File: config.mk
export PLATFORM = sky130hd
export DESIGN_NAME = pipe_stall_sequencer_flat
export DESIGN_NICKNAME = d
export VERILOG_FILES = /design/src/rtl/pipe_stall_sequencer_pkg.sv /design/src/rtl/pipe_stall_sequencer_if.sv /design/src/rtl/pipe_stall_sequencer_event_counter.sv /design/src/rtl/pipe_stall_sequencer.sv /design/src/flat_wrapper.sv
export SDC_FILE = /design/constraint.sdc
export NUM_CORES = 1
export LEC_CHECK = 0
export BUFFER_PORTS_ARGS = -buffer_cell sky130_fd_sc_hd__buf_2
export CAP_MARGIN = 20
export CELL_PAD_IN_SITES_DETAIL_PLACEMENT = 1
export CELL_PAD_IN_SITES_GLOBAL_PLACEMENT = 2
export CORE_MARGIN = 2
export CORE_UTILIZATION = 35
export CTS_CLUSTER_SIZE = 8
export DETAILED_ROUTE_END_ITERATION = 8
export PLACE_DENSITY_LB_ADDON = 0.12
export SYNTH_ARGS = -nofsm -noshare
export SYNTH_HDL_FRONTEND = slang
export SYNTH_HIERARCHICAL = 1
export SYNTH_SLANG_ARGS = --single-unit
File: constraint.sdc
create_clock -name i_clk -period 6.3 [get_ports i_clk]
set_clock_uncertainty 0.05 [all_clocks]
set_input_delay 1.26 -clock i_clk [delete_from_list [all_inputs] [get_ports i_clk]]
set_output_delay 1.26 -clock i_clk [all_outputs]
set_load 0.005 [all_outputs]
File: src/rtl/pipe_stall_sequencer_pkg.sv
// Shared types and constants for the pipeline stall/flush sequencer.
package pipe_ctrl_pkg;

    // Sequencer states
    typedef enum logic [1:0] {
        PS_INIT     = 2'd0,
        PS_RUN      = 2'd1,
        PS_MEM_WAIT = 2'd2,
        PS_TRAP     = 2'd3
    } ps_state_t;

    // Default parameter values
    localparam int unsigned PS_RST_FLUSH_CYCLES_DEF = 3;
    localparam int unsigned PS_MEM_TIMEOUT_DEF      = 255;
    localparam int unsigned PS_CNT_W_DEF            = 32;

    // Per-stage register enables and bubble clears
    typedef struct packed {
        logic en_f;
        logic en_d;
        logic en_e;
        logic en_m;
        logic en_w;
        logic clr_d;
        logic clr_e;
        logic clr_m;
    } ps_ctrl_t;

    // Whole pipe frozen, nothing cleared
    localparam ps_ctrl_t PS_CTRL_FREEZE = 8'b00000_000;
    // Whole pipe frozen and all bubble clears asserted (INIT/TRAP)
    localparam ps_ctrl_t PS_CTRL_FLUSH  = 8'b00000_111;
    // Free-running pipe
    localparam ps_ctrl_t PS_CTRL_RUN    = 8'b11111_000;
    // Taken branch: everything advances, D and E become bubbles
    localparam ps_ctrl_t PS_CTRL_BRANCH = 8'b11111_110;
    // Load-use: F/D hold, a bubble enters E
    localparam ps_ctrl_t PS_CTRL_LOAD   = 8'b00111_010;

    // Hazard decode with the memory term already resolved; branch beats load
    // because the instruction that would stall is flushed by the branch.
    function automatic ps_ctrl_t ps_run_decode(input logic load_stall, input logic pcsrc);
        ps_ctrl_t ctrl;
        if (pcsrc) begin
            ctrl = PS_CTRL_BRANCH;
        end else if (load_stall) begin
            ctrl = PS_CTRL_LOAD;
        end else begin
            ctrl = PS_CTRL_RUN;
        end
        return ctrl;
    endfunction

endpackage

File: src/rtl/pipe_stall_sequencer_if.sv
// Hazard/memory requests into the sequencer and stage enables/clears out.
interface pipe_stall_sequencer_if;

    logic i_ps_LoadStall;
    logic i_ps_PCSrcE;
    logic i_ps_DmemReq;
    logic i_ps_DmemReady;

    logic o_ps_EnF;
    logic o_ps_EnD;
    logic o_ps_EnE;
    logic o_ps_EnM;
    logic o_ps_EnW;
    logic o_ps_ClrD;
    logic o_ps_ClrE;
    logic o_ps_ClrM;

    // Sequencer side
    modport slave (
        input  i_ps_LoadStall, i_ps_PCSrcE, i_ps_DmemReq, i_ps_DmemReady,
        output o_ps_EnF, o_ps_EnD, o_ps_EnE, o_ps_EnM, o_ps_EnW,
        output o_ps_ClrD, o_ps_ClrE, o_ps_ClrM
    );

    // Core/hazard-unit side
    modport master (
        output i_ps_LoadStall, i_ps_PCSrcE, i_ps_DmemReq, i_ps_DmemReady,
        input  o_ps_EnF, o_ps_EnD, o_ps_EnE, o_ps_EnM, o_ps_EnW,
        input  o_ps_ClrD, o_ps_ClrE, o_ps_ClrM
    );

endinterface

File: src/rtl/pipe_stall_sequencer_event_counter.sv
// Wrapping event counter with synchronous clear and increment enable.
module event_counter #(
    parameter int unsigned CNT_W = 32
) (
    input  logic             i_clk,
    input  logic             i_clr,
    input  logic             i_inc,
    output logic [CNT_W-1:0] o_cnt
);

    logic [CNT_W-1:0] r_cnt;

    // Count qualified events, wrapping modulo 2^CNT_W; clear has priority
    always_ff @(posedge i_clk) begin
        if (i_clr) begin
            r_cnt <= '0;
        end else if (i_inc) begin
            r_cnt <= r_cnt + CNT_W'(1);
        end
    end

    assign o_cnt = r_cnt;

endmodule

File: src/rtl/pipe_stall_sequencer.sv
// Pipeline-control sequencer: merges load-use / branch hazards with the
// multi-cycle data-memory handshake, post-reset flush and timeout trap.
module pipe_stall_sequencer
    import pipe_ctrl_pkg::*;
#(
    parameter int unsigned RST_FLUSH_CYCLES = PS_RST_FLUSH_CYCLES_DEF,
    parameter int unsigned MEM_TIMEOUT      = PS_MEM_TIMEOUT_DEF,
    parameter int unsigned CNT_W            = PS_CNT_W_DEF
) (
    input  logic                   i_clk,
    input  logic                   i_rst,
    pipe_stall_sequencer_if.slave  ps,
    output logic                   o_ps_Trap,
    output logic [CNT_W-1:0]       o_ps_StallCnt,
    output logic [CNT_W-1:0]       o_ps_FlushCnt
);

    localparam logic [3:0] FLUSH_LAST = 4'(RST_FLUSH_CYCLES - 1);
    localparam logic [7:0] WAIT_LAST  = 8'(MEM_TIMEOUT - 1);

    ps_state_t  r_state;
    logic [3:0] r_flush_cnt;
    logic [7:0] r_wait_cnt;
    logic       r_trap;

    ps_ctrl_t   w_ctrl;
    logic       w_mem_stall;
    logic       w_active;
    logic       w_stall_inc;
    logic       w_flush_inc;

    assign w_mem_stall = ps.i_ps_DmemReq && !ps.i_ps_DmemReady;

    // Mealy decode of enables/clears from current state and this cycle's requests
    always_comb begin
        w_ctrl = PS_CTRL_FLUSH;
        case (r_state)
            PS_INIT:     w_ctrl = PS_CTRL_FLUSH;
            PS_RUN:      w_ctrl = w_mem_stall ? PS_CTRL_FREEZE
                                              : ps_run_decode(ps.i_ps_LoadStall, ps.i_ps_PCSrcE);
            // On release the held hazard requests are honoured in the same cycle
            PS_MEM_WAIT: w_ctrl = ps.i_ps_DmemReady ? ps_run_decode(ps.i_ps_LoadStall, ps.i_ps_PCSrcE)
                                                    : PS_CTRL_FREEZE;
            PS_TRAP:     w_ctrl = PS_CTRL_FLUSH;
            default:     w_ctrl = PS_CTRL_FLUSH;
        endcase
    end

    // Only RUN/MEM_WAIT cycles are counted; INIT/TRAP clears are not branch flushes
    assign w_active    = (r_state == PS_RUN) || (r_state == PS_MEM_WAIT);
    assign w_stall_inc = w_active && !w_ctrl.en_f;
    assign w_flush_inc = w_active && w_ctrl.clr_d;

    // State register, flush/wait counters and sticky trap flag
    always_ff @(posedge i_clk) begin
        if (i_rst) begin
            r_state     <= PS_INIT;
            r_flush_cnt <= FLUSH_LAST;
            r_wait_cnt  <= '0;
            r_trap      <= 1'b0;
        end else begin
            case (r_state)
                PS_INIT: begin
                    if (r_flush_cnt == 4'd0) begin
                        r_state <= PS_RUN;
                    end else begin
                        r_flush_cnt <= r_flush_cnt - 4'd1;
                    end
                end
                PS_RUN: begin
                    if (w_mem_stall) begin
                        r_state    <= PS_MEM_WAIT;
                        r_wait_cnt <= '0;
                    end
                end
                PS_MEM_WAIT: begin
                    if (ps.i_ps_DmemReady) begin
                        r_state <= PS_RUN;
                    end else if (r_wait_cnt == WAIT_LAST) begin
                        r_state <= PS_TRAP;
                        r_trap  <= 1'b1;
                    end else begin
                        r_wait_cnt <= r_wait_cnt + 8'd1;
                    end
                end
                PS_TRAP: begin
                    r_trap <= 1'b1;
                end
                default: begin
                    r_state     <= PS_INIT;
                    r_flush_cnt <= FLUSH_LAST;
                    r_wait_cnt  <= '0;
                end
            endcase
        end
    end

    assign ps.o_ps_EnF  = w_ctrl.en_f;
    assign ps.o_ps_EnD  = w_ctrl.en_d;
    assign ps.o_ps_EnE  = w_ctrl.en_e;
    assign ps.o_ps_EnM  = w_ctrl.en_m;
    assign ps.o_ps_EnW  = w_ctrl.en_w;
    assign ps.o_ps_ClrD = w_ctrl.clr_d;
    assign ps.o_ps_ClrE = w_ctrl.clr_e;
    assign ps.o_ps_ClrM = w_ctrl.clr_m;
    assign o_ps_Trap    = r_trap;

    event_counter #(.CNT_W(CNT_W)) u_stall_cnt (
        .i_clk (i_clk),
        .i_clr (i_rst),
        .i_inc (w_stall_inc),
        .o_cnt (o_ps_StallCnt)
    );

    event_counter #(.CNT_W(CNT_W)) u_flush_cnt (
        .i_clk (i_clk),
        .i_clr (i_rst),
        .i_inc (w_flush_inc),
        .o_cnt (o_ps_FlushCnt)
    );

endmodule

File: src/flat_wrapper.sv
// flat-port wrapper written by rule: the top's interface ports become plain ports
module pipe_stall_sequencer_flat import pipe_ctrl_pkg::*;
#(
    parameter int unsigned RST_FLUSH_CYCLES = PS_RST_FLUSH_CYCLES_DEF,
    parameter int unsigned MEM_TIMEOUT      = PS_MEM_TIMEOUT_DEF,
    parameter int unsigned CNT_W            = PS_CNT_W_DEF
)
  (i_clk, i_rst, o_ps_Trap, o_ps_StallCnt, o_ps_FlushCnt, ps_i_ps_LoadStall, ps_i_ps_PCSrcE, ps_i_ps_DmemReq, ps_i_ps_DmemReady, ps_o_ps_EnF, ps_o_ps_EnD, ps_o_ps_EnE, ps_o_ps_EnM, ps_o_ps_EnW, ps_o_ps_ClrD, ps_o_ps_ClrE, ps_o_ps_ClrM);
  pipe_stall_sequencer_if ps_i ();
  input  logic i_clk;
  input  logic i_rst;
  output logic o_ps_Trap;
  output logic [CNT_W-1:0] o_ps_StallCnt;
  output logic [CNT_W-1:0] o_ps_FlushCnt;
  input wire logic [$bits(ps_i.i_ps_LoadStall)-1:0] ps_i_ps_LoadStall;
  input wire logic [$bits(ps_i.i_ps_PCSrcE)-1:0] ps_i_ps_PCSrcE;
  input wire logic [$bits(ps_i.i_ps_DmemReq)-1:0] ps_i_ps_DmemReq;
  input wire logic [$bits(ps_i.i_ps_DmemReady)-1:0] ps_i_ps_DmemReady;
  output wire logic [$bits(ps_i.o_ps_EnF)-1:0] ps_o_ps_EnF;
  output wire logic [$bits(ps_i.o_ps_EnD)-1:0] ps_o_ps_EnD;
  output wire logic [$bits(ps_i.o_ps_EnE)-1:0] ps_o_ps_EnE;
  output wire logic [$bits(ps_i.o_ps_EnM)-1:0] ps_o_ps_EnM;
  output wire logic [$bits(ps_i.o_ps_EnW)-1:0] ps_o_ps_EnW;
  output wire logic [$bits(ps_i.o_ps_ClrD)-1:0] ps_o_ps_ClrD;
  output wire logic [$bits(ps_i.o_ps_ClrE)-1:0] ps_o_ps_ClrE;
  output wire logic [$bits(ps_i.o_ps_ClrM)-1:0] ps_o_ps_ClrM;
  assign ps_i.i_ps_LoadStall = ps_i_ps_LoadStall;
  assign ps_i.i_ps_PCSrcE = ps_i_ps_PCSrcE;
  assign ps_i.i_ps_DmemReq = ps_i_ps_DmemReq;
  assign ps_i.i_ps_DmemReady = ps_i_ps_DmemReady;
  assign ps_o_ps_EnF = ps_i.o_ps_EnF;
  assign ps_o_ps_EnD = ps_i.o_ps_EnD;
  assign ps_o_ps_EnE = ps_i.o_ps_EnE;
  assign ps_o_ps_EnM = ps_i.o_ps_EnM;
  assign ps_o_ps_EnW = ps_i.o_ps_EnW;
  assign ps_o_ps_ClrD = ps_i.o_ps_ClrD;
  assign ps_o_ps_ClrE = ps_i.o_ps_ClrE;
  assign ps_o_ps_ClrM = ps_i.o_ps_ClrM;
  pipe_stall_sequencer #(.RST_FLUSH_CYCLES(RST_FLUSH_CYCLES), .MEM_TIMEOUT(MEM_TIMEOUT), .CNT_W(CNT_W)) u_core (.i_clk(i_clk), .i_rst(i_rst), .ps(ps_i), .o_ps_Trap(o_ps_Trap), .o_ps_StallCnt(o_ps_StallCnt), .o_ps_FlushCnt(o_ps_FlushCnt));
endmodule
# Word level (Yosys, flattened, before mapping)
# Index checks and enable logic that the tools add are counted.
# totals
in_bits	6
wordCells	54
output_inout_bits	73
ff_bits	79
# classes
add_sub_neg	4
n_bitwise	1
n_mux	17
eq_ne	10
reduce_logical	16
# ops
op	count
$add A32 B1 Y32 const B	2
$mux W8	7
$pmux W8 S3	1
$pmux W8 S2	1
$add A8 B1 Y8 const B	1
$eq A8 B8 Y1 const B	1
$mux W2	4
$reduce_and A4 Y1	2
$ne A2 B2 Y1 const B	3
$pmux W2 S3	1
$eq A2 B2 Y1 const B	2
$logic_not A4 Y1	1
$ne A2 B1 Y1 const B	2
$reduce_bool A2 Y1	2
$sub A4 B1 Y4 const B	1
$logic_and A1 B1 Y1	3
$ne A3 B3 Y1 const B	1
$reduce_and A3 Y1	1
$reduce_bool A3 Y1	1
$eq A2 B1 Y1 const B	1
$logic_not A1 Y1	2
$logic_not A2 Y1	1
$mux W1	2
$pmux W1 S2	1
4 further kinds	4

# Depth between registers and ports, before layout
# Gate-level depths: netlist (run 1).
# logic_depth
ltp_word	6
depth_mapped	12
depth_no_buf	10

# Hierarchy
# The synthesis (run 1) kept the hierarchy.
# by_module_without_submodules
module	cells_each	n_inst	area_each_um2	seq_area_each_um2
event_counter	181	2	1564.0	640.6
pipe_stall_sequencer	128	1	1026.0	300.3

# Least setup slack after synthesis (run 1)
# OpenSTA, ideal clock, no wires.
# synth_timing
path_kind	input-to-reg
start	input port ps_i_ps_DmemReady
end	register u_core.u_stall_cnt.r_cnt[27] (netlist: u_core/u_stall_cnt/o_cnt[27])
required_time_ns	6.129
cell_stages	10
path_buffers	2
setup_ns	0.121
t_arrival_ns	2.996
setup_slack_ns	3.133
path_cell_list	o21a_1 nor2_1 a21oi_1 nor2_1 buf_2 and4_1 buf_2 nand4_1 nor3b_1 mux2_2
# synth_between
elab_chain_len	6
word_cells_on_any_way	7
cone_classes	mux: 3; reduce/logical: 4
# synth_lines
item	line	text
start, declared	flat_wrapper.sv:18	input wire logic [$bits(ps_i.i_ps_DmemReady)-1:0] ps_i_ps_DmemReady;
$logic_not A1 Y1	pipe_stall_sequencer.sv:32	assign w_mem_stall = ps.i_ps_DmemReq && !ps.i_ps_DmemReady;
$logic_and A1 B1 Y1	pipe_stall_sequencer.sv:32	
$mux W8	pipe_stall_sequencer.sv:39	PS_RUN: w_ctrl = w_mem_stall ? PS_CTRL_FREEZE
$pmux W8 S3 (*)	pipe_stall_sequencer.sv:37	case (r_state)
$logic_not A1 Y1 (*)	pipe_stall_sequencer.sv:51	assign w_stall_inc = w_active && !w_ctrl.en_f;
$logic_and A1 B1 Y1 (*)	pipe_stall_sequencer.sv:51	
net u_core.w_stall_inc	pipe_stall_sequencer.sv:29	logic w_stall_inc;
end signal, assigned	pipe_stall_sequencer_event_counter.sv:18	r_cnt <= r_cnt + CNT_W'(1);
end, declared	pipe_stall_sequencer_event_counter.sv:11	logic [CNT_W-1:0] r_cnt;
# Mark *: on every way through the listed nets, which the timed path passes. The rest lies on a longest branch.
# A chain may end at the register's enable or synchronous reset.

# Worst setup path after layout (run 1)
# layout_timing
start	input port ps_i_ps_DmemReq
end	register u_core.u_flush_cnt.r_cnt[30] (netlist: u_core/u_flush_cnt/o_cnt[30])
# layout_between
elab_chain_len	4
# layout_lines
item	line	text
start, declared	flat_wrapper.sv:17	input wire logic [$bits(ps_i.i_ps_DmemReq)-1:0] ps_i_ps_DmemReq;
$logic_and A1 B1 Y1	pipe_stall_sequencer.sv:32	
$mux W8	pipe_stall_sequencer.sv:39	
$pmux W8 S3	pipe_stall_sequencer.sv:37	
$logic_and A1 B1 Y1	pipe_stall_sequencer.sv:52	assign w_flush_inc = w_active && w_ctrl.clr_d;
net u_core.w_flush_inc	pipe_stall_sequencer.sv:30	logic w_flush_inc;
end signal, assigned	pipe_stall_sequencer_event_counter.sv:18	
end, declared	pipe_stall_sequencer_event_counter.sv:11	
# The timed path passes the listed nets, and every way through them passes these cells.

==> results of run 1 <==
==> layout make-up <==
cell class | count | area, sq um | share of cell area
clock buffer | 12 | 256 | 0.0525
clock inverter | 4 | 20.0 | 0.00409
tap | 143 | 179 | 0.0366
sequential | 79 | 1580 | 0.323
timing repair buffer | 80 | 425 | 0.0870
multi-input combinational | 365 | 2360 | 0.483
inverter | 18 | 67.6 | 0.0138
==> placed cells by master (no fill, tap or decap), drive strengths merged, types with 6 or more instances in the layout <==
cell type	n
xnor2	9
clkbuf	12
o31ai	12
or3	11
buf	80
nor4	6
nand2	22
a21oi	25
and4	6
nand3	24
xor2	20
mux2	23
nor3	27
nor2	68
ha	11
nor2b	23
or4	8
inv	18
nand4	29
and3	6
o21ai	10
dfxtp	79
==> worst max-delay path by stage <==
| stage | slack (ns) | endpoint | cells past startpoint |
|---|---|---|---|
| after CTS | 2.58 | u_core/u_stall_cnt/o_cnt[27] | 10 |
| final | 2.64 | u_core/u_flush_cnt/o_cnt[30] | 8 |
| after detailed placement | 2.26 | u_core/u_stall_cnt/o_cnt[27] | 9 |
| after global placement | 2.35 | u_core/u_stall_cnt/o_cnt[27] | 9 |
| after floorplan | 3.13 | u_core/u_stall_cnt/o_cnt[27] | 10 |
| after global routing | 2.29 | u_core/u_stall_cnt/o_cnt[29] | 10 |
==> cell families after synthesis <==
logic type / after synthesis / synth area share
simple gates: 241 / 0.320
flops: 79 / 0.381
compound gates: 59 / 0.0868
buf+inv: 46 / 0.0512
xor+xnor: 29 / 0.0611
mux: 25 / 0.0672
fa+ha+maj: 11 / 0.0331
==> flip-flops by register name, summed over array words and instances (netlist names) <==
name	cells
u_core/o_ps_Trap	1
u_core/r_flush_cnt	4
u_core/r_state	2
u_core/r_wait_cnt	8
u_core/u_flush_cnt/o_cnt	32
u_core/u_stall_cnt/o_cnt	32
==> worst min-delay path, stage by stage, from the launching register on <==
cell and delay [ns]:
dfxtp_1 0.32, o31ai_1 0.07, a21oi_1 0.06
==> metrics by stage <==
stage,utilization,cell area (sq um),setup WS (ns),hold slack (ns),power (mW)
floorplan,-,4150,3.13,0.408,0.701
global placement,0.398,4590,2.35,0.422,0.747
detailed placement,0.398,4590,2.26,0.438,0.756
CTS,0.422,4860,2.58,0.448,1.25
global route,0.425,4890,2.29,0.480,1.30
finish,0.425,4890,2.64,0.448,1.23
==> power by group through the flow <==
stage	logic [mW]	clock network [mW]	registers [mW]
3_5_place_dp	0.210	0	0.546
5_1_grt	0.236	0.530	0.538
2_1_floorplan	0.157	0	0.543
4_1_cts	0.211	0.507	0.535
6_report	0.208	0.488	0.535
3_3_place_gp	0.202	0	0.546
==> synthesized netlist by cell type (all sizes together) (3+ instances only) <==
master / instances / share of area
o21ai: 10 / 0.012
nand3: 24 / 0.029
xnor2: 9 / 0.019
or3: 11 / 0.017
inv: 18 / 0.016
xor2: 20 / 0.042
nor2: 68 / 0.061
ha: 11 / 0.033
nor3: 27 / 0.035
o21a: 4 / 0.0072
and3: 6 / 0.0096
or4: 8 / 0.016
buf: 12 / 0.020
dfxtp: 79 / 0.38
and2: 3 / 0.0045
and4: 6 / 0.013
clkbuf: 16 / 0.014
nor2b: 23 / 0.036
nand4: 29 / 0.048
nand2: 22 / 0.020
a21oi: 25 / 0.030
mux2: 23 / 0.062
o31ai: 12 / 0.022
nor4: 6 / 0.016
==> routing by layer <==
metal,vias to the layer above,part of all wire
li1,1860,-
met1,1809,0.46
met2,55,0.50
met3,10,0.035
met4,0,0.011
met5,-,0
==> reports/summary.txt, run 1 <==
worst reg2reg path depth: 10
# Post-CTS Setup Buffers: 0
Maximum Capacitance Violations: 0
Cell Count, Final, Fillers Out: 701
GR Overflow Total: 0
Slew Limit Fails: 0
Post-CTS Hold Fix Bufs: 0
status: finished with violations
Max Fanout on Critical Path: 9
worst ir drop on vdd: 154 uV
antenna violations before repair: 0
CP Cell Sequence: buf_2 > nor2b_4 > nor2_1 > nor3_1 > and4_1 > nand4_1 > nor3_1 > mux2_2
Syn Area/Cell: 8.48 sq um
RSZ-0062 raised after global routing: false
TritonRoute pass-1 iters: 6
combinational power share: 0.169
root buffer cell: clkbuf_16
Post-Synthesis Cells: 490
htree depth: 3
worst path required time: 6.48 ns
Max transition margin: 0.465
CTS tree: done
cts repair resizes: 0
DRT antenna net count: 0
Hold EP: u_core/r_wait_cnt[7]
Fmax: 0.273 GHz
GR peak layer: met2
vias in the first global route: 3720
Setup crit start kind: input pin
Clock transition at path regs: 0.06 ns
Via-to-Cell Ratio: 5.33
Worst EP arrival: 3.84 ns
most frequent CP cell: nor3_1
Critical R2R Launch: u_core/r_state[0]
beginning of the worst hold path: u_core/r_wait_cnt[7]
Crit Path Class: input pin to flip-flop
DRT iter0 DRCs: 162
crit path launch: ps_i_ps_DmemReq
crit-path max cell delay: 0.62 ns
maximum clock insertion buffer count: 2
flop-to-flop setup slack: 2.67 ns
violated checks: DRC
DRC viols: 2
routed vias: 3734
Pleak: 2.00 nW
#FFs+latches synth: 79
Psw: 0.338 mW
IO Pins: 79
# clock sinks: 79
total track usage: 0.177
Hold Path Class: flip-flop to flip-flop
ys async rst share: 0
switching share of power: 0.275
ys flop type: dfxtp_1
M3 GR Usage: 0.0520
Filler cells: 1403
initial core utilization: 0.361
largest net degree at the start of global routing: 104
Worst path top cell family by delay: simple AND/OR/NAND/NOR gates
Pint: 0.893 mW
Post-Syn Nets: 507
sequential share of the synthesized area: 0.381
Placed Instances: 684
gpl congestion: 0.750
final wirelength: 10900 um
slowest CP cell: nor3_1
drt wl/cell: 15.5 um
met2 usage: 0.306
Sequential Power Share: 0.435
Area Growth Syn to Fin: 17.7%
period utilization: 0.581
Die X: 113 um
WP buf/inv: 1
Skew-Pair Late Insertion Delay: 0.34 ns
Chip Height: 113 um
Slew @ Worst Pin: 0.796 ns
Worst R2R End: u_core/u_stall_cnt/o_cnt[27]
Yosys warnings: 6
Final min period: 3.66 ns
power share of the clock group: 0.396
mapped cell area: 4150 sq um
hold path depth: 2
final hold viol count: 0
CTS buffer count: 9
PD cells: 252 nW/um^2
Core ar.: 11500 sq um
Final Setup Violations: 0
post-route setup TNS: 0 ns
EDFF count, synth: 0
first-pass GRT wire length: 18300 um
Placement Rows: 39
DP HPWL: 7690 um
global-route met1 utilization: 0.217
Worst Setup End Kind: flip-flop
layout cells sized above 1: 0.231
Synth cell types: 48
number of diodes: 0
net count reported at finish: 570
Die ar.: 12800 sq um
IO buf count: 78
(Power assumes the default switching activity.)
==> run 2, diff against run 1 <==
--- a/config.mk
+++ b/config.mk
@@ -5,12 +5,13 @@
 export SDC_FILE = /design/constraint.sdc
 export NUM_CORES = 1
 export LEC_CHECK = 0
+export ABC_AREA = 1
 export BUFFER_PORTS_ARGS = -buffer_cell sky130_fd_sc_hd__buf_2
 export CAP_MARGIN = 20
 export CELL_PAD_IN_SITES_DETAIL_PLACEMENT = 1
 export CELL_PAD_IN_SITES_GLOBAL_PLACEMENT = 2
 export CORE_MARGIN = 2
-export CORE_UTILIZATION = 35
+export CORE_UTILIZATION = 31
 export CTS_CLUSTER_SIZE = 8
 export DETAILED_ROUTE_END_ITERATION = 8
 export PLACE_DENSITY_LB_ADDON = 0.12
==> constraint.sdc (replaced) <==
create_clock -name i_clk -period 3.5 [get_ports i_clk]
set_clock_uncertainty 0.05 [all_clocks]
set_input_delay 0.7 -clock i_clk [delete_from_list [all_inputs] [get_ports i_clk]]
set_output_delay 0.7 -clock i_clk [all_outputs]
set_load 0.005 [all_outputs]
==> reports/summary.txt, run 2 <==
PD cells: 444 nW/um^2 (+76%)
Die X: 126 um (+12%)
DRC viols: 0 (-2)
Filler cells: 1901 (+35%)
worst path required time: 3.68 ns (-2.80 ns)
Skew-Pair Late Insertion Delay: 0.34 ns (about the same)
ranking of synthesized cells by area: dfxtp_1 34%, nand2_1 12%, nor2_1 8.3%, inv_1 7.0%, nand3_1 6.0%
period utilization: 0.837
TritonRoute pass-1 iters: 4 (-2)
gpl congestion: 0.787 (+4.9%)
Worst EP arrival: 3.11 ns (-0.73 ns)
Yosys warnings: 6 (unchanged)
Area Growth Syn to Fin: 17.8% (about the same)
largest net degree at the start of global routing: 24 (-77%)
IO buf count: 78 (unchanged)
dominant cell by count in the synthesized netlist: nand2_1
# clock sinks: 79 (unchanged)
Max Fanout on Critical Path: 8 (-1)
layout cells sized above 1: 0.226 (-0.00491)
ys flop type: dfxtp_1
Maximum Capacitance Violations: 0 (unchanged)
Critical R2R Launch: u_core/r_state[0]
mapped cell area: 4630 sq um (+12%)
#FFs+latches synth: 79 (unchanged)
net count reported at finish: 783 (+37%)
number of diodes: 0 (unchanged)
drt wl/cell: 14.1 um (-9.1%)
Worst R2R End: u_core/u_stall_cnt/o_cnt[28]
vias in the first global route: 4724 (+27%)
Setup crit start kind: flip-flop
EDFF count, synth: 0 (unchanged)
most frequent cells in the layout: 146 x nand2_1, 102 x nor2_1, 87 x inv_1, 79 x dfxtp_1, 78 x buf_2
Tot Pwr: 2.42 mW (+97%)
Core ar.: 14600 sq um (+27%)
htree depth: 3 (unchanged)
Post-CTS Hold Fix Bufs: 0 (unchanged)
post-route setup TNS: 0 ns (unchanged)
Slew Limit Fails: 0 (unchanged)
Hold Path Class: flip-flop to flip-flop
DP HPWL: 10200 um (+33%)
Synth top cells by count: 146 x nand2_1, 102 x nor2_1, 87 x inv_1
# Post-CTS Setup Buffers: 0 (unchanged)
Worst path top cell family by delay: simple AND/OR/NAND/NOR gates
flop-to-flop setup slack: 0.57 ns (-2.10 ns)
Syn Area/Cell: 6.74 sq um (-20%)
Yosys top cell by area: dfxtp_1
Post-Synthesis Cells: 687 (+40%)
antenna violations before repair: 0 (unchanged)
Pleak: 2.46 nW (+23%)
GR Overflow Total: 0 (unchanged)
final wirelength: 13500 um (+24%)
worst ir drop on vdd: 227 uV (+47%)
DRT antenna net count: 0 (unchanged)
IO Pins: 79 (unchanged)
CTS tree: done
status: finished clean
CP Cell Sequence: inv_1 > ha_1 > inv_1 > o21ai_0 > nand2_1 > o21ai_1 > nor2_1 > nand2_2 > nor2_4 > nand3_4 > nor2_2 > nand3_1 > nand2_1 > nor2_1
Worst Setup End Kind: flip-flop
Crit Path Class: flip-flop to flip-flop
routed vias: 4576 (+23%)
first-pass GRT wire length: 22700 um (+24%)
Slew @ Worst Pin: 0.815 ns (+0.0186 ns)
beginning of the worst hold path: u_core/r_flush_cnt[0]
DRT iter0 DRCs: 222 (+37%)
initial core utilization: 0.318 (-0.0431)
Hold EP: u_core/r_flush_cnt[0]
CTS buffer count: 9 (unchanged)
Post-Syn Nets: 704 (+39%)
hold path depth: 1 (-1)
Placement Rows: 44 (+13%)
ys async rst share: 0 (unchanged)
Die ar.: 15900 sq um (+25%)
leading cell type in the layout, fill and taps excluded: nand2_1
Max transition margin: 0.456 (-0.00889)
crit-path max cell delay: 0.53 ns (-0.09 ns)
cts repair resizes: 0 (unchanged)
Via-to-Cell Ratio: 4.80 (-9.9%)
RSZ-0062 raised after global routing: false
Final Setup Violations: 0 (unchanged)
final hold viol count: 0 (unchanged)
total track usage: 0.174 (-0.00303)
slowest CP cell: nor2_1
Fmax: 0.341 GHz
Chip Height: 126 um (+12%)
Final min period: 2.93 ns
Clock transition at path regs: 0.06 ns (about the same)
worst reg2reg path depth: 14 (+4)
root buffer cell: clkbuf_16
Synth cell types: 33 (-31%)
area share of the largest cell type after synthesis: 0.341 (-0.0394)
WP buf/inv: 2 (+1)
maximum clock insertion buffer count: 2 (unchanged)
sequential share of the synthesized area: 0.341 (-0.0394)
## run 2: metal layers
| metal | GRT usage | up-vias | part of all wire |
|---|---|---|---|
| met5 | 0 | - | 0 |
| met4 | 0.0498 | 0 | 0.012 |
| met3 | 0.0276 | 12 | 0.031 |
| met2 | 0.301 | 63 | 0.48 |
| met1 | 0.224 | 2171 | 0.48 |
| li1 | - | 2330 | - |
## run 2: worst max path at each step
stage,start,endpoint,slack (ns),cells past startpoint
after CTS,u_core/r_state[0],u_core/u_stall_cnt/o_cnt[25],0.56,15
after global routing,u_core/r_state[0],u_core/u_stall_cnt/o_cnt[28],0.22,14
after detailed placement,ps_i_ps_DmemReady,u_core/u_stall_cnt/o_cnt[25],0.52,16
final,u_core/r_state[0],u_core/u_stall_cnt/o_cnt[28],0.57,14
after global placement,ps_i_ps_DmemReady,u_core/u_stall_cnt/o_cnt[24],0.67,15
after floorplan,ps_i_ps_DmemReady,u_core/u_stall_cnt/o_cnt[24],1.24,15
## run 2: power by group
part | total (mW) | internal (mW) | switching, mW
Clock | 0.881 | 0.511 | 0.370
Combinational | 0.529 | 0.190 | 0.339
Sequential | 1.01 | 0.956 | 0.0547
## run 2: worst register-to-register path, cell delays in order (launching register included)
cell and delay, ns:
dfxtp_1 0.41, inv_1 0.12, ha_1 0.27, inv_1 0.17, o21ai_0 0.16, nand2_1 0.13, o21ai_1 0.10, nor2_1 0.53
nand2_2 0.17, nor2_4 0.19, nand3_4 0.14, nor2_2 0.17, nand3_1 0.09, nand2_1 0.07, nor2_1 0.05
## run 2: logic make-up (layout without fill, tap and decap cells)
logic type	after synthesis	in the layout	synth area share
flip-flops	79	79	0.341
buffers and inverters	103	185	0.0915
XOR/XNOR	7	7	0.0132
adder cells (fa/ha/maj)	11	11	0.0297
AO/OA/AOI/OAI	85	85	0.0978
AND/OR/NAND/NOR	402	402	0.426
## run 2: final cells by class
class,count,area (sq um),area share
inverters,91,347,0.0635
clock buffers,13,260,0.0477
clock inverters,1,5.00,0.000917
repair buffers,80,405,0.0743
well taps,184,230,0.0422
flip-flops and latches,79,1580,0.290
multi-input cells,505,2630,0.482
## run 2: stage by stage
stage | utilization | cell area (sq um) | instances | hold WS [ns] | worst slack (ns)
2_1_floorplan | - | 4630 | 687 | 0.394 | 1.24
3_3_place_gp | 0.356 | 5190 | 939 | 0.415 | 0.668
3_5_place_dp | 0.356 | 5190 | 939 | 0.412 | 0.519
4_1_cts | 0.374 | 5460 | 953 | 0.427 | 0.561
5_1_grt | 0.374 | 5460 | 953 | 0.471 | 0.222
6_report | 0.374 | 5460 | 953 | 0.426 | 0.571
